`src/rtl/mux_scan_ctrl_if.sv`:
```
// Control, status and mux-side signals of the 4:1 mux scan controller.
interface mux_scan_ctrl_if;
    logic       start;
    logic       stop;
    logic       cont;
    logic [3:0] ch_mask;
    logic [3:0] dwell;
    logic       Y;
    logic [1:0] S;
    logic [3:0] sample;
    logic       busy;
    logic       frame_done;
    logic       err;

    modport master (
        output start, stop, cont, ch_mask, dwell, Y,
        input  S, sample, busy, frame_done, err
    );

    modport slave (
        input  start, stop, cont, ch_mask, dwell, Y,
        output S, sample, busy, frame_done, err
    );
endinterface

```
`src/rtl/mux_scan_ctrl.sv`:
```
// Scans enabled channels of a downstream 4:1 mux in ascending order, dwelling
// on each select before capturing Y into the matching sample bit.
module mux_scan_ctrl (
    input  logic           clk,
    input  logic           rst_n,
    mux_scan_ctrl_if.slave bus
);
    typedef enum logic [1:0] {IDLE, DWELL, CAPTURE, DONE} state_t;

    state_t     state_reg, state_next;
    logic [1:0] s_reg, s_next;
    logic [3:0] sample_reg, sample_next;
    logic [3:0] cnt_reg, cnt_next;
    logic [3:0] mask_reg, mask_next;
    logic [3:0] dwell_reg, dwell_next;
    logic       busy_reg, busy_next;
    logic       frame_done_reg, frame_done_next;
    logic       err_reg, err_next;

    logic [3:0] dwell_eff;
    logic [3:0] above;

    function automatic logic [1:0] lowest(input logic [3:0] m);
        logic [1:0] ch;
        ch = 2'd0;
        for (int i = 3; i >= 0; i--) begin
            if (m[i]) ch = 2'(i);
        end
        return ch;
    endfunction

    assign dwell_eff = (bus.dwell == 4'd0) ? 4'd1 : bus.dwell;

    // Latched channels strictly above the current select: candidates for the next hop.
    generate
        for (genvar gi = 0; gi < 4; gi++) begin : g_above
            assign above[gi] = mask_reg[gi] && (s_reg < 2'(gi));
        end
    endgenerate

    always_comb begin
        state_next  = state_reg;
        s_next      = s_reg;
        sample_next = sample_reg;
        cnt_next    = cnt_reg;
        mask_next   = mask_reg;
        dwell_next  = dwell_reg;
        err_next    = err_reg;

        case (state_reg)
            IDLE: begin
                if (bus.start && !bus.stop) begin
                    if (bus.ch_mask == 4'd0) begin
                        err_next = 1'b1;
                    end else begin
                        err_next    = 1'b0;
                        mask_next   = bus.ch_mask;
                        dwell_next  = dwell_eff;
                        s_next      = lowest(bus.ch_mask);
                        sample_next = sample_reg & bus.ch_mask;
                        cnt_next    = dwell_eff - 4'd1;
                        state_next  = DWELL;
                    end
                end
            end
            DWELL: begin
                if (cnt_reg == 4'd0) state_next = CAPTURE;
                else                 cnt_next   = cnt_reg - 4'd1;
            end
            CAPTURE: begin
                sample_next[s_reg] = bus.Y;
                if (above != 4'd0) begin
                    s_next     = lowest(above);
                    cnt_next   = dwell_reg - 4'd1;
                    state_next = DWELL;
                end else begin
                    state_next = DONE;
                end
            end
            DONE: begin
                // Continuous mode reuses the mask/dwell latched at the original start.
                if (bus.cont) begin
                    s_next      = lowest(mask_reg);
                    sample_next = sample_reg & mask_reg;
                    cnt_next    = dwell_reg - 4'd1;
                    state_next  = DWELL;
                end else begin
                    state_next = IDLE;
                end
            end
            default: state_next = IDLE;
        endcase

        if (bus.stop && state_reg != IDLE) begin
            state_next  = IDLE;
            s_next      = 2'd0;
            sample_next = sample_reg;
            cnt_next    = 4'd0;
        end

        busy_next       = (state_next != IDLE);
        frame_done_next = (state_next == DONE);
    end

    always_ff @(posedge clk) begin
        if (!rst_n) begin
            state_reg      <= IDLE;
            s_reg          <= 2'd0;
            sample_reg     <= 4'd0;
            cnt_reg        <= 4'd0;
            mask_reg       <= 4'd0;
            dwell_reg      <= 4'd0;
            busy_reg       <= 1'b0;
            frame_done_reg <= 1'b0;
            err_reg        <= 1'b0;
        end else begin
            state_reg      <= state_next;
            s_reg          <= s_next;
            sample_reg     <= sample_next;
            cnt_reg        <= cnt_next;
            mask_reg       <= mask_next;
            dwell_reg      <= dwell_next;
            busy_reg       <= busy_next;
            frame_done_reg <= frame_done_next;
            err_reg        <= err_next;
        end
    end

    assign bus.S          = s_reg;
    assign bus.sample     = sample_reg;
    assign bus.busy       = busy_reg;
    assign bus.frame_done = frame_done_reg;
    assign bus.err        = err_reg;
endmodule

```
`src/flat_wrapper.sv`:
```
// flat-port wrapper written by rule: the top's interface ports become plain ports
module mux_scan_ctrl_flat 
  (clk, rst_n, bus_start, bus_stop, bus_cont, bus_ch_mask, bus_dwell, bus_Y, bus_S, bus_sample, bus_busy, bus_frame_done, bus_err);
  mux_scan_ctrl_if bus_i ();
  input  logic clk;
  input  logic rst_n;
  input wire logic [$bits(bus_i.start)-1:0] bus_start;
  input wire logic [$bits(bus_i.stop)-1:0] bus_stop;
  input wire logic [$bits(bus_i.cont)-1:0] bus_cont;
  input wire logic [$bits(bus_i.ch_mask)-1:0] bus_ch_mask;
  input wire logic [$bits(bus_i.dwell)-1:0] bus_dwell;
  input wire logic [$bits(bus_i.Y)-1:0] bus_Y;
  output wire logic [$bits(bus_i.S)-1:0] bus_S;
  output wire logic [$bits(bus_i.sample)-1:0] bus_sample;
  output wire logic [$bits(bus_i.busy)-1:0] bus_busy;
  output wire logic [$bits(bus_i.frame_done)-1:0] bus_frame_done;
  output wire logic [$bits(bus_i.err)-1:0] bus_err;
  assign bus_i.start = bus_start;
  assign bus_i.stop = bus_stop;
  assign bus_i.cont = bus_cont;
  assign bus_i.ch_mask = bus_ch_mask;
  assign bus_i.dwell = bus_dwell;
  assign bus_i.Y = bus_Y;
  assign bus_S = bus_i.S;
  assign bus_sample = bus_i.sample;
  assign bus_busy = bus_i.busy;
  assign bus_frame_done = bus_i.frame_done;
  assign bus_err = bus_i.err;
  mux_scan_ctrl u_core (.clk(clk), .rst_n(rst_n), .bus(bus_i));
endmodule
```
`config.mk`:
```
export PLATFORM = sky130hd
export DESIGN_NAME = mux_scan_ctrl_flat
export DESIGN_NICKNAME = d
export VERILOG_FILES = /design/src/rtl/mux_scan_ctrl_if.sv /design/src/rtl/mux_scan_ctrl.sv /design/src/flat_wrapper.sv
export SDC_FILE = /design/constraint.sdc
export NUM_CORES = 1
export LEC_CHECK = 0
export CAP_MARGIN = 40
export CORE_MARGIN = 1.5
export CORE_UTILIZATION = 56
export DETAILED_ROUTE_END_ITERATION = 6
export MAX_ROUTING_LAYER = met4
export PLACE_DENSITY_LB_ADDON = 0.08
export SYNTH_ARGS = -nofsm -noshare
export SYNTH_HDL_FRONTEND = slang
export SYNTH_SLANG_ARGS = --single-unit
```
`constraint.sdc`:
```
create_clock -name clk -period 3.9 [get_ports clk]
set_input_delay 0.39 -clock clk [delete_from_list [all_inputs] [get_ports clk]]
set_output_delay 0.39 -clock clk [all_outputs]
set_load 0.005 [all_outputs]
```
==> results.yml <==
clocking:
  cts-resized-gates: 0
  numCtsBuffers: 3
  htree_num_levels: 1
  tritoncts: "yes"
  cts-root-buf: "clkbuf_4"
  post_cts_buffers: 0
  clk_latency_ns: 0.31
  ctsHoldBuffers: 0
  clk_pin_slew_ns: 0.12
  clock_sinks: 23
  cts_max_path_buffers: 2
die:
  initial_utilization_pct: 60.5
  die_area_mm2: 0.00274
  core-area_mm2: 0.00225
  ios: 23
  fp.dieH_um: 52.4
  std_cell_rows: 17
  dieWidth_um: 52.4
drt:
  drt-wirelength-per-cell_um: 15.3
  drc: 0
  detail-route-antenna-nets: 0
  wl_um: 3140
  first_iter_violations: 35
  via_count: 1211
  drtPass1Iterations: 4
  detail_route.vias_per_cell: 5.91
logic_synthesis:
  avgSynthCellArea_um2: 8.58
  synth_warnings: 0
  synthCells: 159
  synth-simple-area-share_pct: 26.3
  yosysMostFrequentCell: "dfxtp_1"
  synth_top_family_by_area: "simple AND/OR/NAND/NOR gates"
  yosys.area_share.adder_pct: 0.917
  synth_nets: 174
  yosysSeqAreaShare_pct: 33.8
  yosys.area.top_type: "dfxtp_1"
  yosys_register_bits: 23
  netlist_area_mm2: 0.00136
  post_synth_xor_area_fraction_pct: 1.28
  synth_edf_count: 0
  yosys-top-cells-area: "dfxtp_1 34%, mux2i_1 5.1%, a21oi_1 4.8%"
  synth_ff_type: "dfxtp_1"
  synth_compound_area_share_pct: 25.2
  netlist.area_leader.share_pct: 33.8
  async_reset_ff_share_pct: 0
  yosys-top-cells-count: "23 x dfxtp_1, 13 x a21oi_1, 13 x nor2_1"
  ys_types: 47
  yosys-mux-area-fraction_pct: 6.79
sta:
  fin_skew_ns: 0.00419
  fin_crit_ns: 2.21
  fin_ws_ns: 1.69
  fin_tns_setup_ns: 0
  hold_viol_final: 0
  finalSetupViolations: 0
  fmax_mhz: 453
  slew_violations: 0
  period_share_pct: 56.6
  slew_headroom_pct: 44.0
  grt_setup_unrepaired: "false"
  worstMarginPinSlew_ns: 0.839
setup_path:
  start_kind: "flip-flop"
  cp_cell_sequence: "nand2b_2 > a2111oi_2 > a21oi_2 > and2_4 > a211oi_2"
  cp.arrival_ns: 2.44
  cp-end-kind: "flip-flop"
  max_stage_delay_ns: 0.89
  cp.required_ns: 4.14
  cp_top_family: "flip-flops"
  rr_worst_depth: 5
  worst-path-buf-inv: 0
  crit_path_max_fanout: 23
  cp_num_cells: 5
  crit_type: "reg -> reg"
  cp_slowest_cell: "dfxtp_1"
cells_and_area:
  nets: 193
  area_growth_pct: 16.1
  fillers: 205
  antenna_cells: 0
  drive_gt1_share_pct: 11.3
worst_hold_path:
  worstHoldPathType: "reg -> reg"
  hold_depth: 2
placed_design:
  hpwl_um: 2360
  io_buffers: 22
  pre_cts_ws_ns: 1.62
  gp_congestion: 0.937
pwr:
  powerDensity_mw_per_mm2: 413
  leakagePower_nw: 0.554
  max-vdd-ir-drop_uv: 381
global_route:
  gr-total-overflow: 0
  grt_pass1_wl_um: 5110
  antenna_found_initial: 0
  grt_use_total_pct: 25.9
  grt_pass1_vias: 1122
  grt_max_degree: 24
job:
  max-cap-violations: 0
status:
  status: "finished, final reports clean"
-- final timing paths --
check,endpoint,startpoint,slack (ns)
setup reg to reg,u_core.cnt_reg[1],u_core.state_reg[1],1.69
setup / recovery,u_core.cnt_reg[1],u_core.state_reg[1],1.69
hold reg to reg,u_core.dwell_reg[3],u_core.dwell_reg[3],0.47
hold / removal,u_core.dwell_reg[3],u_core.dwell_reg[3],0.47
-- per-stage QoR --
step	hold WS (ns)	instances	total power [mW]	utilization, %	instance area [um2]
after global placement	0.444	201	0.539	69.0	1560
after floorplan	0.435	159	0.486	-	1360
after global routing	0.492	205	0.694	70.2	1580
after detailed placement	0.450	201	0.545	69.0	1560
final	0.468	205	0.653	70.2	1580
after CTS	0.467	205	0.656	70.2	1580
-- cell type report --
class / instances / area [um2] / share of cell area, %
Multi-Input combinational cell: 124 / 826 / 52.2
Sequential cell: 23 / 460 / 29.1
Timing Repair Buffer: 22 / 220 / 13.9
Tap cell: 28 / 35.0 / 2.21
Clock buffer: 4 / 26.3 / 1.66
Inverter: 4 / 15.0 / 0.949
-- power breakdown --
part           internal [mW]  leakage [nW]  switching (mW)
Clock                 0.0400        0.0150          0.0709
Sequential             0.264         0.188          0.0480
Combinational          0.115         0.351           0.115
Total                  0.419         0.554           0.234
-- routing by layer --
layer  GRT usage (%)  wire length (um)  up-vias
li1                -                 -      617
met5               -                 0        -
met2            45.8              1580       24
met3            5.43               105        2
met4            5.13                20        0
met1            30.4              1440      568
-- cells in the final DEF, fill, tap and decap left out, types with 2 or more instances in the layout --
master           instances
dfxtp_1                 23
clkdlybuf4s50_1         22
nor2_1                  13
a21oi_1                 13
nand2_1                 10
o21ai_0                 10
nor2b_1                  8
mux2i_1                  7
nand3_1                  6
nor3_1                   4
or3_1                    4
inv_1                    4
a22oi_1                  4
nand2b_1                 3
a21boi_1                 3
a211oi_2                 3
clkbuf_4                 3
mux2_2                   2
or4_1                    2
nand2_2                  2
a21oi_2                  2
nor4_1                   2
o21a_1                   2
o21ai_1                  2
nor4b_1                  2
-- worst register-to-register path: stages (launching register included) --
cell and delay [ns]:
dfxtp_1 0.89, nand2b_2 0.25, a2111oi_2 0.40, a21oi_2 0.16
and2_4 0.23, a211oi_2 0.21
-- cells by family (layout without fill, tap and decap cells) --
family                     Yosys count  after routing
adders and majority gates            1              1
AOI/OAI and AO/OA                   49             49
muxes                                9              9
and+or+nand+nor                     63             63
DFF                                 23             23
xor gates and xnor gates             2              2
buffers and inverters               12             30
Power figures use the tool's default switching activity.
